[src/rtl/spike_dispatcher.sv]
// Spike dispatcher: drains a FIFO of neuron addresses and issues each one as a four-phase AER event.
// Optional saturating event counter, enabled by defining SPIKE_DISPATCH_EVCNT_EN.
module spike_dispatcher #(
    parameter int unsigned N           = 256,
    parameter int unsigned ACK_TIMEOUT = 255
) (
    input  logic                 CLK,
    input  logic                 RST,
    input  logic                 enable_i,
    input  logic                 FIFO_empty_i,
    input  logic [$clog2(N)-1:0] FIFO_r_data_i,
    output logic                 FIFO_r_en_o,
    output logic [$clog2(N)-1:0] AERIN_ADDR_o,
    output logic                 AERIN_REQ_o,
    input  logic                 AERIN_ACK_i,
    output logic                 busy_o,
    output logic                 done_o,
    output logic                 timeout_err_o
`ifdef SPIKE_DISPATCH_EVCNT_EN
    ,
    output logic [15:0]          event_count_o
`endif
);

    localparam int unsigned AW          = $clog2(N);
    localparam logic [16:0] TIMEOUT_LIM = 17'(ACK_TIMEOUT);

    typedef enum logic [2:0] {StIdle, StPop, StLatch, StReq, StAckLo} state_t;

    state_t          r_state;
    logic [AW-1:0]   r_addr;
    logic            r_req;
    logic            r_done;
    logic            r_timeout;
    logic [15:0]     r_wait_cnt;

    logic [16:0]     w_wait_inc;
    logic            w_timeout_hit;
    logic            w_acklo_exit;

    // One extra bit so ACK_TIMEOUT = 65535 cannot wrap the compare.
    assign w_wait_inc    = {1'b0, r_wait_cnt} + 17'd1;
    assign w_timeout_hit = (r_state == StReq) && !AERIN_ACK_i && (w_wait_inc >= TIMEOUT_LIM);
    assign w_acklo_exit  = (r_state == StAckLo) && !AERIN_ACK_i;

    always_ff @(posedge CLK or posedge RST) begin
        if (RST) begin
            r_state    <= StIdle;
            r_addr     <= '0;
            r_req      <= 1'b0;
            r_done     <= 1'b0;
            r_timeout  <= 1'b0;
            r_wait_cnt <= '0;
        end else begin
            r_done <= 1'b0;
            unique case (r_state)
                // Never pop while the previous acknowledge is still high.
                StIdle: begin
                    if (enable_i && !FIFO_empty_i && !AERIN_ACK_i) begin
                        r_state <= StPop;
                    end
                end
                StPop: begin
                    r_state <= StLatch;
                end
                StLatch: begin
                    r_addr     <= FIFO_r_data_i;
                    r_wait_cnt <= '0;
                    r_req      <= 1'b1;
                    r_state    <= StReq;
                end
                StReq: begin
                    if (AERIN_ACK_i) begin
                        r_req   <= 1'b0;
                        r_state <= StAckLo;
                    end else if (w_timeout_hit) begin
                        r_req      <= 1'b0;
                        r_timeout  <= 1'b1;
                        r_wait_cnt <= w_wait_inc[15:0];
                        r_state    <= StAckLo;
                    end else begin
                        r_wait_cnt <= w_wait_inc[15:0];
                    end
                end
                StAckLo: begin
                    if (w_acklo_exit) begin
                        r_done  <= FIFO_empty_i;
                        r_state <= StIdle;
                    end
                end
                default: begin
                    r_state <= StIdle;
                end
            endcase
        end
    end

    assign FIFO_r_en_o   = (r_state == StPop);
    assign busy_o        = (r_state != StIdle);
    assign AERIN_ADDR_o  = r_addr;
    assign AERIN_REQ_o   = r_req;
    assign done_o        = r_done;
    assign timeout_err_o = r_timeout;

`ifdef SPIKE_DISPATCH_EVCNT_EN
    logic        r_enable_prev;
    logic        r_timed_out;
    logic [15:0] r_event_cnt;

    always_ff @(posedge CLK or posedge RST) begin
        if (RST) begin
            r_enable_prev <= 1'b0;
            r_timed_out   <= 1'b0;
            r_event_cnt   <= '0;
        end else begin
            r_enable_prev <= enable_i;
            // Remembers whether the event currently in flight ended by timeout.
            if (r_state == StLatch) begin
                r_timed_out <= 1'b0;
            end else if (w_timeout_hit) begin
                r_timed_out <= 1'b1;
            end
            if (enable_i && !r_enable_prev) begin
                r_event_cnt <= '0;
            end else if (w_acklo_exit && !r_timed_out && (r_event_cnt != 16'hFFFF)) begin
                r_event_cnt <= r_event_cnt + 16'd1;
            end
        end
    end

    assign event_count_o = r_event_cnt;
`endif

endmodule

[config.mk]
export PLATFORM = sky130hd
export DESIGN_NAME = spike_dispatcher
export DESIGN_NICKNAME = d
export VERILOG_FILES = /design/src/rtl/spike_dispatcher.sv
export SDC_FILE = /design/constraint.sdc
export NUM_CORES = 1
export LEC_CHECK = 0
export ABC_CLOCK_PERIOD_IN_PS = 2400
export CAP_MARGIN = 25
export CORE_ASPECT_RATIO = 1.5
export CORE_UTILIZATION = 35
export CTS_BUF_LIST = sky130_fd_sc_hd__clkbuf_4 sky130_fd_sc_hd__clkbuf_8
export DETAILED_ROUTE_END_ITERATION = 10
export PLACE_DENSITY = 0.54
export REMOVE_ABC_BUFFERS = 1
export SLEW_MARGIN = 20
export SYNTH_ARGS = -nofsm -noshare
export SYNTH_HDL_FRONTEND = slang
export SYNTH_SLANG_ARGS = --single-unit
[constraint.sdc]
create_clock -name CLK -period 2.4 [get_ports CLK]
set_clock_uncertainty 0.1 [all_clocks]
set_input_delay 0.48 -clock CLK [delete_from_list [all_inputs] [get_ports CLK]]
set_output_delay 0.48 -clock CLK [all_outputs]
set_load 0.02 [all_outputs]
* Yosys cells after proc, flatten, opt, wreduce, memory -nomap -nowiden
Index checks and enable logic that the tools add are counted.
** Storage, ports and cells
- Bits of input ports :: 13
- Register bits after elaboration :: 30
** Operators by class
- Eq/ne operators :: 8
- Magnitude comparators :: 1
- Multiplexer cells :: 12
- Bitwise logic cells :: 1
- $add $sub $neg :: 1
- Reduce and logical (&&, ||, !) cells :: 14
** Operators with widths (count)
- $pmux 16 s2 :: 1
- $add 16x1->17 const B :: 1
- $ge 17x8->1 const B :: 1
- $mux 16 :: 1
- $pmux 3 s5 :: 1
- $mux 3 :: 4
- $eq 3x2->1 const B :: 2
- $ne 2x2->1 const B :: 3
- $reduce_and 3->1 :: 2
- $logic_and 1x1->1 :: 5
- $mux 1 :: 4
- $reduce_and 2->1 :: 2
- $eq 3x1->1 const B :: 1
- $eq 3x3->1 const B :: 1
- $logic_not 3->1 :: 1
- $ne 3x3->1 const B :: 1
- $reduce_bool 3->1 :: 1
- $logic_not 1->1 :: 2
- $pmux 1 s2 :: 1
- $reduce_bool 2->1 :: 1
- $not 1->1 :: 1

* Depth between registers and ports, before layout
- Word-level depth :: 6
- Mapped depth :: 8
- Depth with buffers taken out :: 8

* Worst setup path after synthesis
Ideal clock, no wire load.
- Kind :: reg-to-reg
- Start :: reg r_wait_cnt[0]
- End :: reg r_state[2]
- Arrival :: 1.717 ns
- Cell stages (with the launch flop) :: 8
- Path buffers :: 0
- Clock period less this slack :: 1.936 ns
- Setup slack :: 0.464 ns
- Path through :: dfrtp_1 > ha_1 > nand3_1 > nor2_4 > and4_1 > o221a_2 > nand3b_2 > a31o_1
** On the way
- Longest elaborated chain between the ends :: 5
** Ends and longest elaborated chain
- start: declaration :: line 35 : logic [15:0] r_wait_cnt;
- start signal: assignment :: line 79 : r_wait_cnt <= w_wait_inc[15:0];
- start signal: assignment :: line 82 : r_wait_cnt <= w_wait_inc[15:0];
- $add 16x1->17 :: line 42 : assign w_wait_inc = {1'b0, r_wait_cnt} + 17'd1;
- $ge 17x8->1 :: line 43 : assign w_timeout_hit = (r_state == StReq) && !AERIN_ACK_i && (w_wait_inc >= TIMEOUT_LIM);
- $logic_and 1x1->1 :: line 43
- $ne 3x3->1 (no line)
- $reduce_and 3->1 (no line)
- end signal: assignment :: line 48 : r_state <= StIdle;
- end signal: assignment :: line 60 : r_state <= StPop;
- end signal: assignment :: line 64 : r_state <= StLatch;
- end: declaration :: line 30 : state_t r_state;
No other way between the ends.
A chain may end at the register's enable or synchronous reset.

* Final worst setup path
- Start :: reg r_state[0]
- End :: out busy_o
** On the way
- Longest elaborated chain between the ends :: 1
** Ends and longest elaborated chain
- $reduce_bool 3->1 :: line 99 : assign busy_o = (r_state != StIdle);
- end: declaration :: line 16 : output logic busy_o,
No other way between the ends.

==> results.ini <==
[synthesis]
yosys.area_share.simple_pct=22.3
yosysSeqAreaShare_pct=44.4
synth_top_area_share_pct=44.4
synth-xor-area-share_pct=2.59
yosys.area.top_type=dfrtp_1
ys_seq_elements=30
synthArstFlopShare_pct=100
avgSynthCellArea_um2=9.56
synth_cell_types=48
synthTopCellsByArea=dfrtp_1, o21ai_0, mux2_2, nand3_1, nand2_1
synth_top_family_by_area=simple AND/OR/NAND/NOR gates
synth_compound_area_share_pct=19.1
synth_edf_count=0
syn_area_um2=1690
ys.flop_type=dfrtp_1
yosysWarnings=0
synth.area.mux_share_pct=5.92
synthCells=177
synthAdderAreaFrac_pct=1.48

[routing]
drt-total-wl_um=3890
vias=1473
firstDrtPassIters=4
drtAntennaViolNets=0
drc=0
initialDrtViolationCount=37
wire_per_inst_um=14.4
via_per_inst=5.46

[status]
outcome=finished clean

[critical_path]
path_class=reg -> out
critPathArrivalTime_ps=1660
slowest_delay_ps=540
rr_worst_depth=7
cpLargestDelayFamily=buffers and inverters
rrSetupSlack_ps=310
worstPathMaxFanout=10
path_cells=or3_1 -> clkdlybuf4s50_1
reg2reg_from=r_wait_cnt[1]$_DFFE_PP0P_
required_ps=1820
cp-start-kind=flop
reg2reg_to=r_state[2]$_DFFE_PP0P_
crit_buf_inv=1
slowest_stage=clkdlybuf4s50_1
endpoint_kind=primary output

[global_route]
antenna_found_initial=0
grt_pass1_vias=1447
grt.total_usage_pct=17.7
grt_start_max_net_pins=31
grt_overflow_total=0
grt_pass1_wl_um=6830

[clock_network]
clock_latency_ps=280
htreeDepth=2
cts.sinks=30
cts-resized-gates=0
cts_hold_buf=0
root_buffer=clkbuf_8
cts_buffers=5
cts_tree=done
cts.clk_slew.worst_paths_ps=60
postCtsSetupBuffers=0
clk_path_buf_depth=2

[hold_path]
whs_path_depth=1
hp-class=reg -> reg
min_to=timeout_err_o$_DFFE_PP0P_
hp-start=timeout_err_o$_DFFE_PP0P_

[die]
die_w_um=58.8
coreArea_um2=4580
dieArea_um2=5120
rows=30
start_util_pct=36.9
io_pins=26
die_h_um=87.1

[finish]
layout-drive-gt1-share_pct=17.0
fillCellCount=469
fin_util_pct=46.2
instances_no_fill=270
antenna_cells=0
area_delta_synth_final_pct=25.1
layout.nets=220

[placed_design]
hpwl_um=2840
dp_cells=262
place.gp.congestion=0.844
io_buffers=25

[sta]
layout_min_cycle_time_ps=2240
rsz0062_at_grt=false
tightest_slew_ps=389
timing.final.max_slew_violations=0
holdWs_ps=367
slew_headroom_pct=74.0
tns_ps=0
fmax_mhz=446
final.period_utilization_pct=93.5
hold_viol=0
setup_viol_count_final=0

[flow_run]
max_cap_viol_count=0

[pwr]
p_leak_nw=0.890
p_per_area_nw_per_um2=949
vdd_drop_max_mv=0.440

stage by stage:
step / worst slack (ps) / total power, mW / instance area [um2]
after floorplan: 463 / 1.20 / 1640
after global placement: 376 / 1.58 / 2020
after detailed placement: 311 / 1.60 / 2020
after CTS: 150 / 2.03 / 2120
after global routing: 84.5 / 2.14 / 2120
final: 155 / 2.01 / 2120
power by group:
group          internal [mW]  switching [mW]  total [mW]
clock network          0.242           0.187       0.429
logic                  0.424           0.435       0.860
registers              0.625          0.0953       0.720
total                   1.29           0.718        2.01
worst max-delay path by stage:
stage / start / endpoint / slack (ps) / cells past startpoint
finish: r_state[0]$_DFFE_PP0P_ / busy_o / 160 / 2
global route: r_state[0]$_DFFE_PP0P_ / FIFO_r_en_o / 80 / 2
CTS: r_state[0]$_DFFE_PP0P_ / busy_o / 150 / 2
detailed placement: r_wait_cnt[1]$_DFFE_PP0P_ / r_state[2]$_DFFE_PP0P_ / 310 / 7
global placement: r_wait_cnt[1]$_DFFE_PP0P_ / r_state[2]$_DFFE_PP0P_ / 380 / 7
floorplan: r_wait_cnt[0]$_DFFE_PP0P_ / r_state[2]$_DFFE_PP0P_ / 460 / 7
layer usage:
| layer | share of wire, % | up-vias | GRT usage, % |
|---|---|---|---|
| met4 | 1.7 | 0 | 7.79 |
| met2 | 53 | 40 | 31.2 |
| met3 | 4.4 | 7 | 4.31 |
| met5 | 0 | - | 0 |
| met1 | 41 | 717 | 19.6 |
| li1 | - | 709 | - |
Yosys cell counts, types with 2 or more instances:
master    count
and4_1        3
nor2b_1       2
nand2_1      12
buf_4         2
xnor2_1       3
o21ai_1       5
nand3_1       9
mux2_2        8
o21ai_0      19
dfrtp_1      30
and3_1        3
ha_1          2
nand4_1       3
nand4_2       2
nor2_1       10
a21oi_1       7
nor2_2        2
inv_1         5
clkbuf_1      5
or3_1         4
o31ai_1       4
xor2_1        2
buf_2         4
a31oi_1       5
o41ai_1       2
nand3b_1      2
registers in the layout, summed over array words and instances, names as in the netlist:
name	flops
r_wait_cnt	16
AERIN_ADDR_o	8
AERIN_REQ_o	1
done_o	1
r_state	3
timeout_err_o	1
cell type report:
cell class / count / area (um2) / share of cell area, %
sequential: 30 / 751 / 35.5
clock inverter: 1 / 5.00 / 0.237
timing repair buffer: 32 / 303 / 14.3
tap: 64 / 80.1 / 3.78
clock buffer: 7 / 90.1 / 4.26
multi-input combinational: 131 / 868 / 41.0
inverter: 5 / 18.8 / 0.887
cell families after synthesis:
kind of cell    Yosys count
simple gates             63
xor+xnor                  5
mux                       9
buf+inv                  16
flops                    30
compound gates           52
fa+ha+maj                 2
cells in the final DEF, fill, tap and decap left out, drive strengths merged, types with 3 or more instances in the layout:
master         synthesis  final
nand3                 10     10
dfrtp                 30     30
clkbuf                 5      7
clkdlybuf4s50          0     25
inv                    5      5
nand3b                 3      3
xnor2                  3      3
buf                    6      7
nand4                  5      5
a21oi                  7      7
and3                   3      3
nand2                 12     12
mux2                   8      8
o31ai                  4      4
nor2                  13     13
o21ai                 24     24
a31oi                  5      5
and4                   4      4
or3                    4      4
No activity file was read; power rests on OpenSTA's default activity.
